**config.mk**
```make
export PLATFORM = sky130hd
export DESIGN_NAME = color_freq_counter
export DESIGN_NICKNAME = d
export VERILOG_FILES = /design/src/rtl/color_freq_counter.sv
export SDC_FILE = /design/constraint.sdc
export NUM_CORES = 1
export LEC_CHECK = 0
export CORE_MARGIN = 2
export CORE_UTILIZATION = 60
export CTS_BUF_LIST = sky130_fd_sc_hd__clkbuf_16
export DETAILED_ROUTE_END_ITERATION = 16
export GPL_TIMING_DRIVEN = 0
export HOLD_SLACK_MARGIN = 0.1
export MAX_ROUTING_LAYER = met4
export PLACE_DENSITY = 0.83
export SYNTH_ARGS = -nofsm -noshare
export SYNTH_HDL_FRONTEND = slang
export SYNTH_SLANG_ARGS = --single-unit
```
**constraint.sdc**
```tcl
create_clock -name clk -period 5.4 [get_ports clk]
set_input_delay 1.62 -clock clk [delete_from_list [all_inputs] [get_ports clk]]
set_output_delay 1.62 -clock clk [all_outputs]
set_load 0.02 [all_outputs]
```
**src/rtl/color_freq_counter.sv**
```systemverilog
// color_freq_counter: drives the colour sensor filter/enable lines, synchronises
// the sensor square wave and counts its rising edges over a fixed gate window,
// first with the clear filter and then with the green filter. Each window result
// is reported as a freq word with a one-cycle strobe, a filter tag and a
// saturation flag.
module color_freq_counter #(
  parameter int GATE_CYCLES   = 50000,
  parameter int SETTLE_CYCLES = 1000,
  parameter int CNT_W         = 32
) (
  input  logic             clk,
  input  logic             rst_n,
  input  logic             start,
  input  logic             continuous,
  input  logic             sensor_out,
  output logic [1:0]       filter,
  output logic             sensor_oe_n,
  output logic [CNT_W-1:0] freq,
  output logic             freq_valid,
  output logic [1:0]       freq_tag,
  output logic             overflow,
  output logic             busy
);

  localparam logic [1:0] ST_IDLE   = 2'd0;
  localparam logic [1:0] ST_SETTLE = 2'd1;
  localparam logic [1:0] ST_GATE   = 2'd2;
  localparam logic [1:0] ST_REPORT = 2'd3;

  localparam logic [1:0] FLT_CLEAR = 2'b10;
  localparam logic [1:0] FLT_GREEN = 2'b11;

  localparam int TMR_MAX = (GATE_CYCLES > SETTLE_CYCLES) ? GATE_CYCLES : SETTLE_CYCLES;
  localparam int TMR_W   = $clog2(TMR_MAX);
  localparam logic [TMR_W-1:0] SETTLE_LAST = TMR_W'(SETTLE_CYCLES - 1);
  localparam logic [TMR_W-1:0] GATE_LAST   = TMR_W'(GATE_CYCLES - 1);
  localparam logic [TMR_W-1:0] TMR_ONE     = TMR_W'(1);
  localparam logic [CNT_W-1:0] CNT_MAX     = {CNT_W{1'b1}};
  localparam logic [CNT_W-1:0] CNT_ONE     = CNT_W'(1);

  logic             sync1_r, sync2_r, sync3_r;
  logic [1:0]       state_r, state_s;
  logic             phase_r, phase_s;
  logic [TMR_W-1:0] tmr_r, tmr_s;
  logic [CNT_W-1:0] cnt_r, cnt_s, cnt_acc_s;
  logic             ovf_r, ovf_s, ovf_acc_s;
  logic             report_s;
  logic             edge_s;
  logic [1:0]       filter_s;

  logic [1:0]       filter_r;
  logic             oe_n_r;
  logic             busy_r;
  logic [CNT_W-1:0] freq_r;
  logic             freq_valid_r;
  logic [1:0]       freq_tag_r;
  logic             overflow_r;

  assign edge_s = sync2_r & ~sync3_r;

  // Two-flop synchroniser for the asynchronous sensor wave plus one edge-detect flop.
  always_ff @(posedge clk or negedge rst_n) begin
    if (!rst_n) begin
      sync1_r <= 1'b0;
      sync2_r <= 1'b0;
      sync3_r <= 1'b0;
    end else begin
      sync1_r <= sensor_out;
      sync2_r <= sync1_r;
      sync3_r <= sync2_r;
    end
  end

  // Saturating edge accumulation: the count sticks at all-ones and flags overflow.
  always_comb begin
    cnt_acc_s = cnt_r;
    ovf_acc_s = ovf_r;
    if (edge_s) begin
      if (cnt_r == CNT_MAX) begin
        ovf_acc_s = 1'b1;
      end else begin
        cnt_acc_s = cnt_r + CNT_ONE;
      end
    end else begin
      cnt_acc_s = cnt_r;
    end
  end

  // Measurement sequencer: next state, channel phase, window timer and count.
  always_comb begin
    state_s  = state_r;
    phase_s  = phase_r;
    tmr_s    = tmr_r;
    cnt_s    = cnt_r;
    ovf_s    = ovf_r;
    report_s = 1'b0;
    case (state_r)
      ST_IDLE: begin
        tmr_s = '0;
        if (start) begin
          state_s = ST_SETTLE;
          phase_s = 1'b0;
        end else begin
          state_s = ST_IDLE;
        end
      end
      ST_SETTLE: begin
        if (tmr_r == SETTLE_LAST) begin
          state_s = ST_GATE;
          tmr_s   = '0;
          cnt_s   = '0;
          ovf_s   = 1'b0;
        end else begin
          tmr_s = tmr_r + TMR_ONE;
        end
      end
      ST_GATE: begin
        cnt_s = cnt_acc_s;
        ovf_s = ovf_acc_s;
        if (tmr_r == GATE_LAST) begin
          state_s  = ST_REPORT;
          tmr_s    = '0;
          report_s = 1'b1;
        end else begin
          tmr_s = tmr_r + TMR_ONE;
        end
      end
      ST_REPORT: begin
        tmr_s = '0;
        if (!phase_r) begin
          state_s = ST_SETTLE;
          phase_s = 1'b1;
        end else if (continuous) begin
          state_s = ST_SETTLE;
          phase_s = 1'b0;
        end else begin
          state_s = ST_IDLE;
          phase_s = 1'b0;
        end
      end
      default: begin
        state_s = ST_IDLE;
        phase_s = 1'b0;
        tmr_s   = '0;
      end
    endcase
  end

  // Filter select for the upcoming cycle: clear in IDLE, otherwise by phase.
  always_comb begin
    filter_s = FLT_CLEAR;
    if (state_s == ST_IDLE) begin
      filter_s = FLT_CLEAR;
    end else if (phase_s) begin
      filter_s = FLT_GREEN;
    end else begin
      filter_s = FLT_CLEAR;
    end
  end

  // Sequencer state registers.
  always_ff @(posedge clk or negedge rst_n) begin
    if (!rst_n) begin
      state_r <= ST_IDLE;
      phase_r <= 1'b0;
      tmr_r   <= '0;
      cnt_r   <= '0;
      ovf_r   <= 1'b0;
    end else begin
      state_r <= state_s;
      phase_r <= phase_s;
      tmr_r   <= tmr_s;
      cnt_r   <= cnt_s;
      ovf_r   <= ovf_s;
    end
  end

  // Registered outputs; the result fields update only on the report strobe.
  always_ff @(posedge clk or negedge rst_n) begin
    if (!rst_n) begin
      filter_r     <= FLT_CLEAR;
      oe_n_r       <= 1'b1;
      busy_r       <= 1'b0;
      freq_r       <= '0;
      freq_valid_r <= 1'b0;
      freq_tag_r   <= FLT_CLEAR;
      overflow_r   <= 1'b0;
    end else begin
      filter_r     <= filter_s;
      oe_n_r       <= (state_s == ST_IDLE);
      busy_r       <= (state_s != ST_IDLE);
      freq_valid_r <= report_s;
      if (report_s) begin
        freq_r     <= cnt_acc_s;
        freq_tag_r <= filter_r;
        overflow_r <= ovf_acc_s;
      end else begin
        freq_r     <= freq_r;
        freq_tag_r <= freq_tag_r;
        overflow_r <= overflow_r;
      end
    end
  end

  assign filter      = filter_r;
  assign sensor_oe_n = oe_n_r;
  assign busy        = busy_r;
  assign freq        = freq_r;
  assign freq_valid  = freq_valid_r;
  assign freq_tag    = freq_tag_r;
  assign overflow    = overflow_r;

endmodule

```
# After elaboration in Yosys (flattened, before gate mapping)
# Index checks and enable logic that the tools add are counted.
[op_classes]
add_sub_neg = 2
bitwise_logic = 2
reduce_logical = 6
n_mux = 24
n_eq_ne = 7
[op_table]
columns = ["cell", "n"]
rows = [
  ["32-bit 2-to-1 mux", 3],
  ["32-bit one-hot mux with 2 select lines", 1],
  ["16-bit one-hot mux with 3 select lines", 1],
  ["32-bit by 1-bit adder with 32-bit output (second input constant)", 1],
  ["32-bit equality test (second input constant)", 1],
  ["16-bit 2-to-1 mux", 2],
  ["16-bit by 1-bit adder with 16-bit output (second input constant)", 1],
  ["16-bit by 10-bit equality test with 1-bit output (second input constant)", 1],
  ["16-bit equality test (second input constant)", 1],
  ["1-bit 2-to-1 mux", 12],
  ["2-bit one-hot mux with 4 select lines", 1],
  ["2-bit equality test (second input constant)", 2],
  ["2-bit logical NOT", 2],
  ["2-bit 2-to-1 mux", 2],
  ["1-bit one-hot mux with 2 select lines", 2],
  ["2-bit nonzero test", 2],
  ["2-bit by 1-bit equality test with 1-bit output (second input constant)", 1],
  ["2-bit != test (second input constant)", 1],
  ["2-bit AND reduction", 1],
  ["2-bit OR reduction", 1],
  ["1-bit bitwise AND", 1],
  ["1-bit inverter", 1],
]
[totals]
wordCells = 56
out_inout_bits = 40
input_bits = 5
regBits = 95

# Depth between registers and ports, before layout
[logic_depth]
ltp_word = 5
ltp_mapped = 9
mapped_depth_nobuf = 8

# Worst setup path after synthesis
# Ideal clock, no wire load.
[synth_timing]
path_type = "input to register"
startpoint = "input port continuous"
endpoint = "register filter_r[0], in the netlist filter[0]"
n_path_buf = 0
cell_stages = 6
required_ns = 5.282
setup_ns = 0.118
arrival_time_ns = 2.342
path_slack_ns = 2.940
path_cell_list = "nand2b_1 > a21oi_1 > o21ai_0 > nor3_1 > a21o_1 > nor2b_1"
[synth_between]
elab_chain_cells = 5
[synth_rtl]
columns = ["element", "line", "rtl"]
rows = [
  ["from (decl)", "14", "input logic continuous,"],
  ["1-bit 2-to-1 mux", "133", "end else if (continuous) begin"],
  ["1-bit 2-to-1 mux", "130", "if (!phase_r) begin"],
  ["2-bit one-hot mux with 4 select lines", "97", "case (state_r)"],
  ["2-bit logical NOT", "152", "if (state_s == ST_IDLE) begin"],
  ["1-bit 2-to-1 mux", "152", ""],
  ["net filter_s[0]", "49", "logic [1:0] filter_s;"],
  ["to (signal assigned)", "189", "filter_r <= filter_s;"],
  ["to (decl)", "51", "logic [1:0] filter_r;"],
]
# The timed path passes the listed nets, and every way through them passes these cells.
# A chain may end at the register's enable or synchronous reset.

# Final worst setup path
[layout_timing]
startpoint = "register oe_n_r, in the netlist sensor_oe_n"
endpoint = "output port sensor_oe_n"
[layout_rtl]
columns = ["element", "line", "rtl"]
rows = [
  ["from (decl)", "52", "logic oe_n_r;"],
  ["from (signal assigned)", "190", "oe_n_r <= (state_s == ST_IDLE);"],
  ["to (decl)", "17", "output logic sensor_oe_n,"],
]
# No word-level cell between the ends.

==> run metrics <==
status=finished clean; Max Freq=0.326 GHz; worst-margin pin slew=just under 0.7 ns; CTS resizes=0; number of synthesized flops with an enable pin=0; H-tree depth=3; Die Span X=around 93 um; P_leak=roughly 2.4 nW; worst-case vdd ir drop=~0.18 mV; hold slack=around 0.37 ns; die area=~8700 um^2; delay-heaviest family, CP=buffers and inverters; Detailed Route WL=between 10 and 15 mm; DP Wirelength=just under 8 mm; power per cell area=between 200 and 250 nW/um^2; reg-to-reg slack, setup=approximately 2.5 ns; top_reg_cell synth=dfrtp_1; I/O pins=45; Yosys warning total=0; DRT Pass-1 Iters=5; RSZ-0062 raised after global routing=no; Max Root-Sink Buffers=2; Area Growth Syn to Fin=17.8%; Clock Latency Late Sink=around 0.34 ns; Total Nets Final=around 570; final std cells w/o fill=669; Die H=~93 um; layout cell share with drive strength beyond 1=0.0776; total core area=~7700 um^2; cts bufs inserted=9; WP buf/inv=1; FF-to-FF Start=state_r[1]$_DFF_PN0_; instance count on the critical path=1; critical-path cell list=clkdlybuf4s50_1; number of antenna-violating nets in the routed design=0; initial core utilization=0.622; initial antenna violation count=0; Rel. slew slack=0.541; CP endpoint kind=output port; Avg Inst Size Synth=9.48 um^2; dpl ws=between 2 and 2.5 ns; Final Util=0.733; Iteration-0 DRC Markers=286; reg2reg end=cnt_r[28]$_DFFE_PN0P_; first-pass GRT wire length=19.6 mm; vias post-DR=4,032; Critical Path Start=sensor_oe_n$_DFF_PN1_; sequential cell area fraction in the yosys report=0.485; synth unique cells=55; Final min period=3.07 ns; PortBufs=42; Startpoint Class=register; Worst path max stage delay=approximately 0.59 ns; max cap viols=0; Worst-path clk slew=0.06 ns; # hold bufs at CTS=0; Reg2Reg Depth=8; GP Congestion=between 0.9 and 1; number of diodes=0; Wirelength per Cell=approximately 17 um; grt ovf=0; arrival time of the worst setup path=roughly 1.5 ns; fin crit share=0.568; # clock sinks=between 90 and 100; worst min path class=reg -> reg; endpoints failing hold=0; cells after synthesis=~500; Fill cells=around 570; largest net degree at the start of global routing=53; GRT Overall Usage=0.295; Vias/cell=roughly 6.0; Pins Over Slew Limit=0; async set-or-reset flop fraction in the synthesized netlist=1.00; final total power=around 0.0013 W; residual DRC count=0; Syn Std Cell Area=between 4000 and 5000 um^2; dpl cells=between 600 and 700; clk root buf=clkbuf_16; final setup violation count=0; crit path capture=sensor_oe_n; peak fanout along the critical path=1; Worst Setup Slack, final=roughly 2.3 ns; CTS tree=done; Seq cells post-synth=just over 90; vias in the first global route=between 4,000 and 5,000; # rows=32; Setup CP Type=reg -> out; slowest CP cell=clkdlybuf4s50_1; Worst EP required=between 3 and 4 ns; Worst Skew=0.00507 ns; post-CTS setup buffers=0
==> where the power goes <==
group | switching (W) | total (W) | internal (W)
registers | 0.000000690 | 0.000699 | 0.000698
logic | 0.0000186 | 0.0000256 | 0.00000703
clock network | 0.000251 | 0.000601 | 0.000350
==> area by class of cell <==
class	instances	area (um^2)	share of cell area
Timing Repair Buffer	43	445	0.0787
Buffer	28	133	0.0234
Clock buffer	9	225	0.0398
Clock inverter	7	55.1	0.00972
Sequential cell	93	2330	0.411
Tap cell	102	128	0.0225
Inverter	8	30.0	0.00530
Multi-Input combinational cell	379	2320	0.409
==> worst min path at each step <==
| stage | startpoint | slack (ns) | cells past startpoint | end |
|---|---|---|---|---|
| final | sync1_r$_DFF_PN0_ | 0.37 | 0 | sync2_r$_DFF_PN0_ |
| after global placement | sync1_r$_DFF_PN0_ | 0.35 | 0 | sync2_r$_DFF_PN0_ |
| after global routing | sync1_r$_DFF_PN0_ | 0.38 | 0 | sync2_r$_DFF_PN0_ |
| after detailed placement | sync1_r$_DFF_PN0_ | 0.36 | 0 | sync2_r$_DFF_PN0_ |
| after CTS | sync1_r$_DFF_PN0_ | 0.37 | 0 | sync2_r$_DFF_PN0_ |
| after floorplan | sync1_r$_DFF_PN0_ | 0.33 | 0 | sync2_r$_DFF_PN0_ |
==> Yosys cell counts (all sizes together), types with 2 or more instances <==
cell	count	area (um^2)
mux2i	2	20.0
nor4	2	12.5
nand2	73	279
buf	12	72.6
xnor2	18	158
nor2b	4	25.0
nor2	33	131
o31ai	10	80.1
xor2	26	228
inv	8	30.0
and3	19	119
a21o	2	15.0
and4	8	70.1
nand4	15	106
or3	5	31.3
nand3	20	105
clkbuf	16	60.1
dfrtp	92	2300
a41oi	3	26.3
nor3	9	66.3
ha	7	87.6
o311ai	2	17.5
a31oi	23	165
o21ai	55	275
a21oi	19	106
or4	2	18.8
a21boi	2	15.0
nand2b	6	37.5
==> worst reg2reg max path, cell delays in order (launching register included) <==
cell and delay [ns]:
dfrtp_1 0.44, inv_1 0.14, ha_1 0.16, clkbuf_1 0.36
nor2_1 0.13, a31oi_1 0.43, buf_2 0.36, clkbuf_1 0.53
o21ai_0 0.18
==> registers in the layout (all words and copies together) (netlist names), 2 cells and up <==
name and cells:
state_r 2, cnt_r 32, freq 32, tmr_r 16
==> metal layers <==
metal | wire length [um] | GRT usage | share of wire
met3 | 541 | 0.0483 | 0.048
met4 | 133 | 0.0723 | 0.012
met5 | 0 | - | 0
met1 | 5040 | 0.384 | 0.44
met2 | 5660 | 0.487 | 0.50
==> per-stage QoR <==
stage / setup TNS, ns / area (um^2)
2_1_floorplan: 0 / 4810
3_3_place_gp: -56.57 / 5360
3_5_place_dp: 0 / 5380
4_1_cts: 0 / 5660
5_1_grt: 0 / 5660
6_report: 0 / 5660
==> placed cells by master (no fill, tap or decap), types with 7 or more instances in the layout <==
master,n
a21oi_1,18
a31oi_1,21
and3_1,19
and4_1,8
buf_2,7
clkbuf_1,16
clkbuf_16,9
clkdlybuf4s50_1,41
dfrtp_1,92
ha_1,7
inv_1,12
nand2_1,71
nand3_1,19
nand4_1,13
nor2_1,32
o21ai_0,48
o21ai_1,7
o31ai_1,9
xnor2_1,18
xor2_1,26
==> logic make-up (layout without fill, tap and decap cells) <==
group                    Yosys count  count (layout)  synth area share
AND/OR/NAND/NOR                  200             200             0.215
AO/OA/AOI/OAI                    124             124             0.163
flip-flops                        93              93             0.485
XOR/XNOR                          44              44            0.0802
buffers and inverters             36              95            0.0338
adder cells (fa/ha/maj)            7               7            0.0182
multiplexers                       2               2           0.00417
other                              1               2          0.000780
No activity file was read; power rests on OpenSTA's default activity.
==> variant 1: new RTL, same settings <==
Set the parameter `SETTLE_CYCLES` to 2000 (it was 1000).
--- a/src/rtl/color_freq_counter.sv
+++ b/src/rtl/color_freq_counter.sv
@@ -7,3 +7,3 @@
   parameter int GATE_CYCLES   = 50000,
-  parameter int SETTLE_CYCLES = 1000,
+  parameter int SETTLE_CYCLES = 2000,
   parameter int CNT_W         = 32
Check against the original RTL: no difference found for any inputs over 10 cycles, from zero or initial values and one cycle with rst_n low; that may be too few to reach the edited logic, so the function may still have changed.
==> variant 1 against the unedited design <==
- worst hold slack improved by 0.011 ns
- worst setup slack got worse by 0.46 ns
- sequential power about the same
- register-to-register slack got worse by 0.66 ns
- utilization decreased by 1.3 points
- final area increased by 3.9%
- power increased by 2.2%
- routed wire length increased by 21%
- area after synthesis increased by 4.3%
- first-iteration DRC count increased by 5.2%
- largest power group unchanged
- sequential cell count unchanged
==> variant 1: results (changes against the unedited design) <==
Run status
  • Status: finished, final reports clean

GRT
  • Gr usage total: 33.3% (+3.9 points)
  • Met3 GRT Util: 6.09% (+1.3 points)
  • Met1 usage: 42.4% (+4.0 points)
  • Vias in the first global route: 4457 (+11%)
  • Largest net degree at the start of global routing: 52 (-1.9%)
  • Grt met2 use: 50.3% (+1.6 points)
  • First-pass GRT wire length: 22500 µm (+14%)

Worst setup path
  • CP max-delay cell: nor4_1
  • Reg2reg path depth: 6 (-2)
  • Max stage delay on crit path: 0.85 ns (+0.26 ns)
  • Crit end category: flop
  • Crit path max fanout: 10 (+9)
  • Flop-to-flop setup slack: 1.87 ns (-0.66 ns)
  • CP delay by family, top: simple AND/OR/NAND/NOR gates
  • Crit path DAT: 3.72 ns (+2.27 ns)
  • Worst setup path startpoint: tmr_r[5]
  • Reg-to-reg endpoint: cnt_r[10]

Clock tree
  • Clk slew on worst S/H paths: 0.07 ns
  • Clk_lat worst skew: 0.35 ns
  • Post-CTS setup buffer count: 0 (unchanged)
  • Clock Tree Buf Depth: 2 (unchanged)

Final layout
  • Fin nets: 617 (+7.5%)
  • Non-Filler Instances: 715 (+6.9%)
  • Filler cells: 614 (+7.0%)
  • Final Instance Area: 5890 µm² (+3.9%)
  • Layout cells sized above 1: 4.75% (-3.0 points)

Logic synthesis
  • Top cells by count, synth: dfrtp_1 (92), nand2_1 (55), nand3_1 (38), o21ai_0 (37), nor2_1 (33)
  • XOR/XNOR share of the synthesized area: 4.54% (-3.5 points)
  • Seq/Total Area, Yosys: 46.4% (-2.0 points)
  • Synth area leaders: dfrtp_1 (46%), nand2_1 (4.1%), a31oi_1 (4.0%)
  • Synth Area in Compound Gates: 18.9% (+2.6 points)
  • Post-synth cell types: 54 (-1.8%)
  • Adder-cell share of the synthesized area: 1.75% (-0.075 points)
  • Syn_area_per_cell: 9.12 µm² (-3.8%)
  • Mux contribution to synthesized area: 0.200% (-0.22 points)

Pwr
  • Maximum vdd drop: 0.000188 V (+4.8%)
  • Pleak: 2.40 nW (+0.86%)
  • Int Pwr: 1.06 mW (+0.46%)

Place
  • Final GP Congestion: 0.971 (+3.6%)
  • Post-Place Worst Slack: 2.10 ns (-0.194 ns)
  • # port buffers: 42 (unchanged)
  • Area post-placement: 5590 µm² (+3.9%)
  • Placed Cells: 699 (+7.0%)
  • Post-DP HPWL: 9640 µm (+22%)

Timing
  • Slew Limit Headroom: 13.9% (-40 points)
  • Worst Setup Slack, final: 1.87 ns (-0.460 ns)
  • WHS: 0.381 ns (+0.0109 ns)
  • Clock Skews: 0.00812 ns (+0.00305 ns)

Drt
  • WL met1: 5670 µm (+12%)
  • Vias: 4673 (+16%)
  • Met2 wire len: 6310 µm (+12%)
  • Routed wire length: 13800 µm (+21%)
  • DR pass1 iterations: 5 (unchanged)
  • DR WL met3: 1160 µm (+110%)
  • Iteration-0 DRC Markers: 301 (+5.2%)

Min path
  • Min-Delay Startpoint: sync1_r
==> variant 1: cell count changes in the layout (fill, tap and decap cells not counted), sizes merged, moves of 5 or more <==
cell	delta
a31oi	+9
o21ai	-17
and3	-6
or4	+18
inv	+5
xor2	-14
clkbuf	+10
o211ai	+17
nand2	-18
nand3	+18
nor4	+6
o31a	+7
==> variant 1: area by class of cell <==
type                    count  area share (%)
clock inverters             7            1.13
clock buffers               9            3.83
flip-flops and latches     93            39.6
inverters                  17            1.08
repair buffers             43            7.57
multi-input cells         404            41.8
plain buffers              37            2.83
well taps                 105            2.23
==> variant 1: power by group through the flow <==
stage               clock [mW]  sequential [mW]  combinational (mW)
global route             0.658            0.698              0.0293
global placement             0            0.712              0.0235
detailed placement           0            0.711              0.0261
CTS                      0.627            0.698              0.0262
floorplan                    0            0.711             0.00579
finish                   0.630            0.698              0.0254
==> variant 2: new RTL, same settings <==
Made on the original files. Put one more register stage on the output `freq_tag`. The value now appears one clock later. The other outputs are not delayed to match.
--- a/src/rtl/color_freq_counter.sv
+++ b/src/rtl/color_freq_counter.sv
@@ -209,3 +209,5 @@
   assign freq_valid  = freq_valid_r;
-  assign freq_tag    = freq_tag_r;
+  always_ff @(posedge clk) begin
+    freq_tag <= freq_tag_r;
+  end
   assign overflow    = overflow_r;
Behaviour: no difference found for any inputs over 10 cycles, from zero or initial values and one cycle with rst_n low; that may be too few to reach the edited logic, so the function may still have changed.
==> variant 2 against the unedited design <==
- clock power rose by 6.2%
- first-iteration DRC count decreased by 0.35%
- final area grew 0.68%
- critical path depth stayed put
- highest routed layer unchanged
- sequential cell count rose by 1
- area after synthesis increased by 0.42%
- worst hold slack improved by 0.0067 ns
- worst setup slack worse by 0.028 ns
- routed wire length up 2.3%
- utilization up 0.12 points
- power increased by 3.3%
- synthesized cell count up 0.20%
==> variant 2: results (changes against the unedited design) <==
Place
  • Post-DP HPWL: 7980 µm (+0.63%)
  • Final GP Congestion: 0.920 (-1.9%)
  • Placed Cells: 654 (+0.15%)
  • Post-Place Worst Slack: 2.36 ns (+0.0671 ns)

Worst setup path
  • Crit Reg-Reg Startpoint: state_r[1]
  • Crit path max fanout: 1 (unchanged)
  • Worst setup path startpoint: sensor_oe_n
  • Reg-to-reg endpoint: cnt_r[28]
  • Crit path DAT: 1.47 ns (+0.02 ns)
  • Crit end category: output pin
  • Worst Setup EP: sensor_oe_n
  • Reg2reg path depth: 8 (unchanged)
  • Flop-to-flop setup slack: 2.50 ns (-0.03 ns)

Pwr
  • Pleak: 2.38 nW (about the same)
  • Maximum vdd drop: 0.000174 V (-2.9%)

Drt
  • Mean routed wirelength per cell: 17.4 µm (+2.2%)
  • Vias/cell: 6.14 (+1.9%)
  • DR pass1 iterations: 4 (-1)
  • Routed wire length: 11600 µm (+2.3%)
  • Iteration-0 DRC Markers: 285 (-0.35%)

Timing
  • Clock Skews: 0.00803 ns (+0.00295 ns)
  • Slew @ Worst Pin: 0.700 ns (+0.0143 ns)
  • Final Critical Period: 3.09 ns (+0.0282 ns)

Logic synthesis
  • Number of synthesis warnings: 0 (unchanged)
  • Adder-cell share of the synthesized area: 1.81% (-0.0076 points)
  • XOR/XNOR share of the synthesized area: 7.99% (-0.033 points)
  • Cells after Synth: 508 (+0.20%)
  • Mux contribution to synthesized area: 0.415% (-0.0017 points)
  • Synth Area in Compound Gates: 16.3% (-0.068 points)
  • Top cells by count, synth: dfrtp_1 (92), nand2_1 (71), o21ai_0 (48), nor2_1 (32), xor2_1 (26)
  • Share of flip-flops with an asynchronous set or reset: 98.9% (-1.1 points)
  • Synth area leaders: dfrtp_1 (48%), nand2_1 (5.5%), o21ai_0 (5.0%)
  • Synth area leader: dfrtp_1
  • Seq/Total Area, Yosys: 48.7% (+0.21 points)
  • Post-synth cell types: 56 (+1.8%)

GRT
  • Vias in the first global route: 4061 (+1.4%)
  • Gr usage total: 29.4% (-0.12 points)
  • First-pass GRT wire length: 19700 µm (about the same)
  • Largest net degree at the start of global routing: 73 (+38%)

Final layout
  • Filler cells: 573 (-0.17%)
  • Antenna Cells: 0 (unchanged)
  • Fin nets: 575 (+0.17%)
  • Layout cells sized above 1: 8.45% (+0.69 points)

Clock tree
  • Post-CTS setup buffer count: 0 (unchanged)
  • Clk_lat worst skew: 0.34 ns (about the same)
  • Root Buffer: clkbuf_16
  • Htree depth: 3 (unchanged)

Min path
  • Hold WC Path Type: reg2reg

Run status
  • Status: finished, final reports clean
==> variant 2: per-layer routing <==
| metal | up-vias | GRT usage (%) | wire [µm] |
|---|---|---|---|
| li1 | 1925 | - | - |
| met1 | 1995 | 39.1 | 5090 |
| met2 | 161 | 46.1 | 5700 |
| met3 | 34 | 3.21 | 530 |
| met4 | 0 | 12.8 | 313 |
| met5 | - | - | 0 |
==> variant 2: cell families after synthesis <==
kind of cell,after synthesis
other cells,1
compound gates,124
fa+ha+maj,7
xor+xnor,44
simple gates,200
buf+inv,36
flops,94
mux,2
==> variant 2: worst register-to-register path, cell delays in order (launching register included) <==
cell,delay (ns)
dfrtp_1,0.44
inv_1,0.14
ha_1,0.16
clkbuf_1,0.37
nor2_1,0.15
a31oi_1,0.45
buf_2,0.35
clkbuf_1,0.54
o21ai_0,0.15
==> variant 2: worst min-delay path by stage <==
stage / depth (start not counted) / slack, ns / to
floorplan: 0 / 0.33 / sync2_r
global placement: 0 / 0.35 / sync2_r
detailed placement: 0 / 0.36 / sync2_r
CTS: 0 / 0.37 / sync2_r
global route: 0 / 0.39 / sync2_r
finish: 0 / 0.38 / sync2_r
==> variant 2: layout make-up <==
type / count / area share, %
sequential: 94 / 41.2
multi-input combinational: 379 / 40.7
timing repair buffer: 43 / 7.81
clock buffer: 9 / 3.95
buffer: 28 / 2.33
tap: 102 / 2.24
clock inverter: 7 / 1.29
inverter: 8 / 0.527
==> variant 2: power by group <==
part	switching (mW)	leakage, nW	internal [mW]	total [mW]
logic	0.0185	0.970	0.00703	0.0255
registers	0.000605	1.26	0.705	0.705
clock network	0.278	0.146	0.360	0.638
total	0.297	2.38	1.07	1.37
==> variant 2: per-stage QoR <==
| stage | TNS, ns | cell area [µm²] |
|---|---|---|
| 2_1_floorplan | 0 | 4830 |
| 3_3_place_gp | -61.95 | 5380 |
| 3_5_place_dp | 0 | 5400 |
| 4_1_cts | 0 | 5700 |
| 5_1_grt | 0 | 5700 |
| 6_report | 0 | 5700 |
